[src/rtl/gpio_arbiter.sv]
// gpio_arbiter
// Two-port round-robin arbiter that serialises single-word read/write
// commands from two requesters onto the GPIO block's single access port.
// It keeps one transaction outstanding, enforces the GPIO read latency, and
// returns the response only to the requester that owns the transaction.

module gpio_arbiter #(
    parameter int DW     = 32,
    parameter int RD_LAT = 1
) (
    input  logic            clk,
    input  logic            reset,
    input  logic [1:0]      rq_valid,
    input  logic [1:0]      rq_write,
    input  logic [2*DW-1:0] rq_wdata,
    output logic [1:0]      rq_ready,
    output logic [1:0]      rsp_valid,
    input  logic [1:0]      rsp_ready,
    output logic [DW-1:0]   rsp_rdata,
    output logic            gp_we,
    output logic            gp_re,
    output logic [DW-1:0]   gp_wdata,
    input  logic [DW-1:0]   gp_rdata,
    output logic            busy,
    output logic            owner
);

    typedef enum logic [1:0] {
        S_IDLE,
        S_ISSUE,
        S_WAIT,
        S_RESP
    } state_t;

    // Read latency counter load value; the counter is wide enough for 1..15.
    localparam logic [3:0] LP_LAT = 4'(RD_LAT);

    state_t          r_state;
    state_t          w_nextState;
    logic            r_prio;
    logic            r_owner;
    logic            r_isWrite;
    logic [DW-1:0]   r_wdata;
    logic [DW-1:0]   r_rdata;
    logic [3:0]      r_count;

    logic            w_grantValid;
    logic            w_grantIdx;
    logic [DW-1:0]   w_grantWdata;
    logic            w_accept;
    logic            w_capture;

    // Pick the requester to grant: on a tie the priority pointer decides,
    // otherwise the single valid requester wins. Nothing is granted while
    // reset (active-low) is asserted.
    always_comb begin
        w_grantValid = reset && (rq_valid != 2'b00);
        w_grantIdx   = 1'b0;
        if (rq_valid == 2'b11) begin
            w_grantIdx = r_prio;
        end else if (rq_valid[1]) begin
            w_grantIdx = 1'b1;
        end
        w_grantWdata = w_grantIdx ? rq_wdata[2*DW-1:DW] : rq_wdata[DW-1:0];
    end

    // FSM state register.
    always_ff @(posedge clk or negedge reset) begin
        if (!reset) begin
            r_state <= S_IDLE;
        end else begin
            r_state <= w_nextState;
        end
    end

    // FSM next state and handshake/strobe outputs, all decoded from state so
    // that an asynchronous reset clears them immediately.
    always_comb begin
        w_nextState = r_state;
        rq_ready    = 2'b00;
        rsp_valid   = 2'b00;
        gp_we       = 1'b0;
        gp_re       = 1'b0;
        busy        = 1'b1;
        w_accept    = 1'b0;
        w_capture   = 1'b0;
        case (r_state)
            S_IDLE: begin
                busy = 1'b0;
                if (w_grantValid) begin
                    rq_ready[w_grantIdx] = 1'b1;
                    w_accept             = 1'b1;
                    w_nextState          = S_ISSUE;
                end
            end
            S_ISSUE: begin
                if (r_isWrite) begin
                    gp_we       = 1'b1;
                    w_nextState = S_RESP;
                end else begin
                    gp_re       = 1'b1;
                    w_nextState = S_WAIT;
                end
            end
            S_WAIT: begin
                if (r_count <= 4'd1) begin
                    w_capture   = 1'b1;
                    w_nextState = S_RESP;
                end
            end
            S_RESP: begin
                rsp_valid[r_owner] = 1'b1;
                if (rsp_ready[r_owner]) begin
                    w_nextState = S_IDLE;
                end
            end
            default: begin
                w_nextState = S_IDLE;
            end
        endcase
    end

    // Latch the granted command, record the owner and flip priority so the
    // other requester wins the next tie. Write data is only replaced by writes
    // so the GPIO data bus holds the last written value across reads.
    always_ff @(posedge clk or negedge reset) begin
        if (!reset) begin
            r_prio    <= 1'b0;
            r_owner   <= 1'b0;
            r_isWrite <= 1'b0;
            r_wdata   <= '0;
        end else if (w_accept) begin
            r_owner   <= w_grantIdx;
            r_prio    <= ~w_grantIdx;
            r_isWrite <= rq_write[w_grantIdx];
            if (rq_write[w_grantIdx]) begin
                r_wdata <= w_grantWdata;
            end
        end
    end

    // Read latency counter: loaded when the read strobe goes out, counted
    // down while waiting for the GPIO read data.
    always_ff @(posedge clk or negedge reset) begin
        if (!reset) begin
            r_count <= 4'd0;
        end else if (r_state == S_ISSUE && !r_isWrite) begin
            r_count <= LP_LAT;
        end else if (r_state == S_WAIT) begin
            r_count <= r_count - 4'd1;
        end
    end

    // Response data: zero for writes, GPIO read data captured on the last
    // wait cycle for reads, then held stable through the response phase.
    always_ff @(posedge clk or negedge reset) begin
        if (!reset) begin
            r_rdata <= '0;
        end else if (r_state == S_ISSUE && r_isWrite) begin
            r_rdata <= '0;
        end else if (w_capture) begin
            r_rdata <= gp_rdata;
        end
    end

    assign gp_wdata  = r_wdata;
    assign rsp_rdata = r_rdata;
    assign owner     = r_owner;

endmodule

[config.mk]
export PLATFORM = sky130hd
export DESIGN_NAME = gpio_arbiter
export DESIGN_NICKNAME = d
export VERILOG_FILES = /design/src/rtl/gpio_arbiter.sv
export SDC_FILE = /design/constraint.sdc
export NUM_CORES = 1
export LEC_CHECK = 0
export CAP_MARGIN = 40
export CORE_MARGIN = 1
export CORE_UTILIZATION = 41
export CTS_CLUSTER_SIZE = 16
export DETAILED_ROUTE_END_ITERATION = 8
export GPL_TIMING_DRIVEN = 1
export HOLD_SLACK_MARGIN = 0.15
export PLACE_DENSITY = 0.81
export SLEW_MARGIN = 5
export SYNTH_ARGS = -nofsm -noshare
export SYNTH_HDL_FRONTEND = slang
export SYNTH_SLANG_ARGS = --single-unit
[constraint.sdc]
create_clock -name clk -period 2.07 [get_ports clk]
set_clock_uncertainty 0.15 [all_clocks]
set_input_delay 0.207 -clock clk [delete_from_list [all_inputs] [get_ports clk]]
set_output_delay 0.207 -clock clk [all_outputs]
set_load 0.01 [all_outputs]
# [After elaboration in Yosys (flattened, before gate mapping)]
# Cells that the tools add are included.
[classes] add_sub_neg=1 n_lt_le_gt_ge=5 n_eq_ne=7 n_mux=32 bitwise_logic=1 reduce_logical=12
[op_table] cell="two-way mux 32 bit" n=3
[op_table] cell="two-way mux 1 bit" n=18
[op_table] cell="two-way mux 2 bit" n=6
[op_table] cell="two-way mux 4 bit" n=2
[op_table] cell="case mux 2 bit (4 select lines)" n=1
[op_table] cell="== test 2 bit (second input constant)" n=3
[op_table] cell="!= test 2 bit (second input constant)" n=3
[op_table] cell="nonzero test 2 bit" n=3
[op_table] cell="logical AND 1 bit" n=5
[op_table] cell="less-or-equal comparator 4 x 1 -> 1 bit (second input constant)" n=1
[op_table] cell="< comparator 1 x 2 -> 1 bit (second input constant)" n=2
[op_table] cell="subtractor 4 x 1 -> 4 bit (second input constant)" n=1
[op_table] cell="AND reduction 3 bit" n=1
[op_table] cell="demux 1 bit (select 1 bit)" n=2
[op_table] cell="== test 2 x 1 -> 1 bit (second input constant)" n=1
[op_table] cell=">= comparator 1 bit (second input constant)" n=2
[op_table] cell="zero test 2 bit" n=1
[op_table] cell="AND reduction 2 bit" n=1
[op_table] cell="zero test 1 bit" n=1
[op_table] cell="NOT 1 bit" n=1
[word_totals] ff_bits=73 input_bits=104 output_inout_bits=72 elab_cells=65

# [Longest topological paths before layout]
[logic_depth] depth_word=8 mapped_depth=8 depth_no_buf=6

# [Worst setup path after synthesis]
# No wires, ideal clock.
[synth_path] path_type="register to register" start="reg r_state[0]" end="reg r_rdata[1], in the netlist rsp_rdata[1]" t_arrival_ps=1548 required_time_ps=1778 slack_ps=230 stages_incl_launch_ff=9 n_path_buf=2 path_cell_list="dfrtp_1 inv_1 ha_1 nand2b_1 or3_1 buf_2 buf_6 nand2_1 a21oi_1"
[synth_between] elab_chain_len=3 elab_cells_between_ends=6 classes_between="eq/ne (2); mux (2); reduce/logical (2)"
[synth_lines] item="from (decl)" line="38" text="state_t r_state;"
[synth_lines] item="from (signal assigned)" line="72" text="r_state <= w_nextState;"
[synth_lines] item="== test 2 bit or == test 2 x 1 -> 1 bit (tied branches)" line="87, 159"
[synth_lines] item="two-way mux 1 bit or logical AND 1 bit (tied branches)" line="87, 159"
[synth_lines] item="nonzero test 2 bit (no source line) or two-way mux 32 bit (tied branches)"
[synth_lines] item="to (signal assigned)" line="162" text="r_rdata <= gp_rdata;"
[synth_lines] item="to (decl)" line="44" text="logic [DW-1:0] r_rdata;"
# Several ways; a longest one is shown, not always the timed one.
# A chain may end at the register's enable or synchronous reset.

# [Worst setup path in the final report]
[layout_path] start="reg r_state[0]" end="out rq_ready[0]"
[layout_between] elab_chain_len=2
[layout_lines] item="zero test 2 bit" line="87" text="case (r_state)"
[layout_lines] item="two-way mux 2 bit" line="87"
[layout_lines] item="to (decl)" line="16" text="output logic [1:0] rq_ready,"
# No other way between the ends.

==> flow_summary.toml <==
[run_status]
status = "finished clean"

[timing]
hold_violations = 0
slew_headroom_pct = 68.98
fin_ws_ns = 0.09613
fin_crit_sh_pct = 95.36
fmax_ghz = 0.5066
setup-violations-final = 0
rsz0062_at_grt = "no"
drv_slew = 0
tightest_slew_ns = 0.4653
finalCriticalPeriod_ns = 1.974
holdWs_ns = 0.2562

[power]
ir_drop_mv = 0.6035
power_density_nw_per_um2 = 1271
p_leak_nw = 2.629
p_total_mw = 7.421

[layout]
instances_no_fill = 605
fillers = 675
utilization_pct = 67.29
layout-area-overhead-vs-synth_pct = 58.90
diodes = 0
nets = 603
drive_gt1_share_pct = 22.33

[clock_tree]
cts_tree = "built"
clkTransAtPathRegs_ns = 0.08
clock-root-buffer = "clkbuf_8"
cts-buffers-inserted = 9
insertion_delay_ns = 0.34
cts.sinks = 73
cts_max_level = 3
clock_path_buffers = 2

[synth]
synth_compound_area_share_pct = 7.286
synth_nets = 412
ys_seq_area_share_pct = 49.71
yosys.area_share.simple_pct = 9.704
syn_area_um2 = 3675
synthDominantCellAreaShare_pct = 49.71
syn_area_per_cell_um2 = 12.17
synth_xor_area_share_pct = 0.7150
synth_seq_cells = 73
yosys.area.top_type = "dfrtp_1"
synthMuxAreaShare_pct = 26.22
synthCells = 302
yosys.cell_types.count = 32
synthTopCellsByArea = "dfrtp_1 50%, mux2_4 23%, nand2_1 6.9%"
synth_top_family_by_area = "multiplexers"
yosysWarningCount = 0
synthAdderAreaFrac_pct = 2.043

[setup_path]
crit_required_ns = 1.71
start_kind = "flop"
end_kind = "output port"
path_cells = "inv_2 > ha_2 > o211ai_1 > nor2b_1 > dlygate4sd2_1"
critical_path_arrival_ns = 1.62
crit_fanout = 4
max_stage_delay_ns = 0.42
cp_slowest_cell = "dfrtp_1"
crit_type = "reg -> out"

[placement]
pre_cts_ws_ns = -0.03215
dp_cells = 585
hpwl_um = 6947
gp_congestion = 0.7568
io_buffers = 175

[floorplanning]
ioPinCount = 176
core_area_um2 = 8678
die_x_um = 96.67
rows = 34
initial_core_util_pct = 42.34
fp.dieH_um = 96.67
die_area_um2 = 9345

[global_routing]
antenna_found_initial = 0
track_usage_pct = 20.46
grt_pass1_wl_um = 15240
grt_pass1_vias = 3058
grt_max_degree = 37
grt_overflow = 0

[drt]
drc_errors = 0
wl_per_cell_um = 15.33
drt-total-wl_um = 9274
drt-pass1-iter-count = 4
drt_iter0_drc = 66
ant_nets = 0
routed-via-count = 2987
drt-vias-per-instance = 4.937

[flow_run]
maxCapViolations = 0

[min_path]
hold_path_class = "in -> reg"
## where the power goes
group	switching [mW]	internal [mW]	total, mW
sequential	0.402	2.09	2.49
combinational	1.55	2.32	3.87
clock	0.522	0.543	1.07
total	2.47	4.95	7.42
## worst paths after layout
path / startpoint / to / slack (ns) / cells past startpoint
max reg2reg: r_count[0] / rsp_rdata[29] / 0.21 / 7
max: r_state[0] / rq_ready[0] / 0.1 / 5
min: gp_rdata[15] / rsp_rdata[15] / 0.26 / 3
min reg2reg: gp_wdata[9] / gp_wdata[9] / 0.36 / 1
min in group asynchronous: reset / r_isWrite / 0.43 / 3
max in group asynchronous: reset / rsp_rdata[5] / 0.79 / 4
## state kept, by name, summed over array words and instances, names as in the netlist
register and count:
r_isWrite 1, rsp_rdata 32, r_prio 1, gp_wdata 32, owner 1, r_state 2
r_count 4
## metrics by stage
| step | instance area [um2] | TNS, ns |
|---|---|---|
| after CTS | 5834 | 0 |
| after global routing | 5839 | 0 |
| after detailed placement | 5607 | -0.1289 |
| after global placement | 5587 | 0 |
| after floorplan | 3675 | 0 |
| final | 5839 | 0 |
## cell usage after synthesis
master	count
dfrtp_1	73
nand2_1	68
mux2_4	56
a21oi_1	33
mux2_2	10
buf_6	9
ha_1	6
inv_1	6
nor2_1	6
buf_2	4
clkbuf_1	4
nor2b_1	3
a21o_1	2
and2_1	2
nand2b_1	2
xnor2_1	2
a21oi_4	1
a22oi_1	1
and3b_1	1
mux2i_1	1
nand3_1	1
nor3_1	1
nor3_2	1
o211ai_1	1
o211ai_2	1
o21ai_0	1
o21ai_4	1
o22a_1	1
o22ai_1	1
o31ai_1	1
or3_1	1
xor2_1	1
## layout make-up
cell class                      count  area [um2]  share of cell area (%)
Tap cell                          108       135.1                   2.314
Clock inverter                      6       60.06                   1.028
Timing Repair Buffer              197        1968                   33.70
Clock buffer                        9       123.9                   2.121
Multi-Input combinational cell    206        1703                   29.16
Sequential cell                    73        1827                   31.28
Inverter                            6       22.52                  0.3857
## logic make-up (layout without fill, tap and decap cells)
logic type               after synthesis  count (layout)
buffers and inverters                 23             218
flip-flops                            73              73
AND/OR/NAND/NOR                       86              86
adder cells (fa/ha/maj)                6               6
XOR/XNOR                               3               3
AO/OA/AOI/OAI                         44              44
multiplexers                          67              67
## what timing repair did
action	in CTS	in global routing
hold buffers	2	0
setup buffers	3	0
gates resized for setup	9	5
endpoints found under the hold margin	37	0
endpoints found under the setup margin	5	5
pin swaps	1	1
## worst max-delay path: cells and delay by family (launching register included)
kind,cells,cell delay [ns]
AO/OA/AOI/OAI,1,0.15
AND/OR/NAND/NOR,1,0.14
adder cells (fa/ha/maj),1,0.20
buffers and inverters,2,0.37
flip-flops,1,0.42
## cells in the final DEF (no fill, tap or decap), drive strengths merged, types with 2 or more instances in the layout
cell type      count
clkdlybuf4s50    167
o21ai              2
inv                6
a21oi             34
dfrtp             73
dlygate4sd3        2
ha                 6
xnor2              2
a21o               2
o211ai             2
clkinvlp           2
mux2              66
clkinv             3
dlymetal6s2s       2
and2               2
nor2               6
nand2b             2
clkbuf            10
buf               21
dlygate4sd2        4
nor2b              3
nor3               2
nand2             68
## layer usage
layer	vias up	track usage [%]	wire, um
li1	1401	-	-
met1	1449	24.36	3800
met2	127	35.70	4681
met3	10	6.503	698
met4	0	5.166	93
met5	-	0	0
Power figures use the tool's default switching activity.
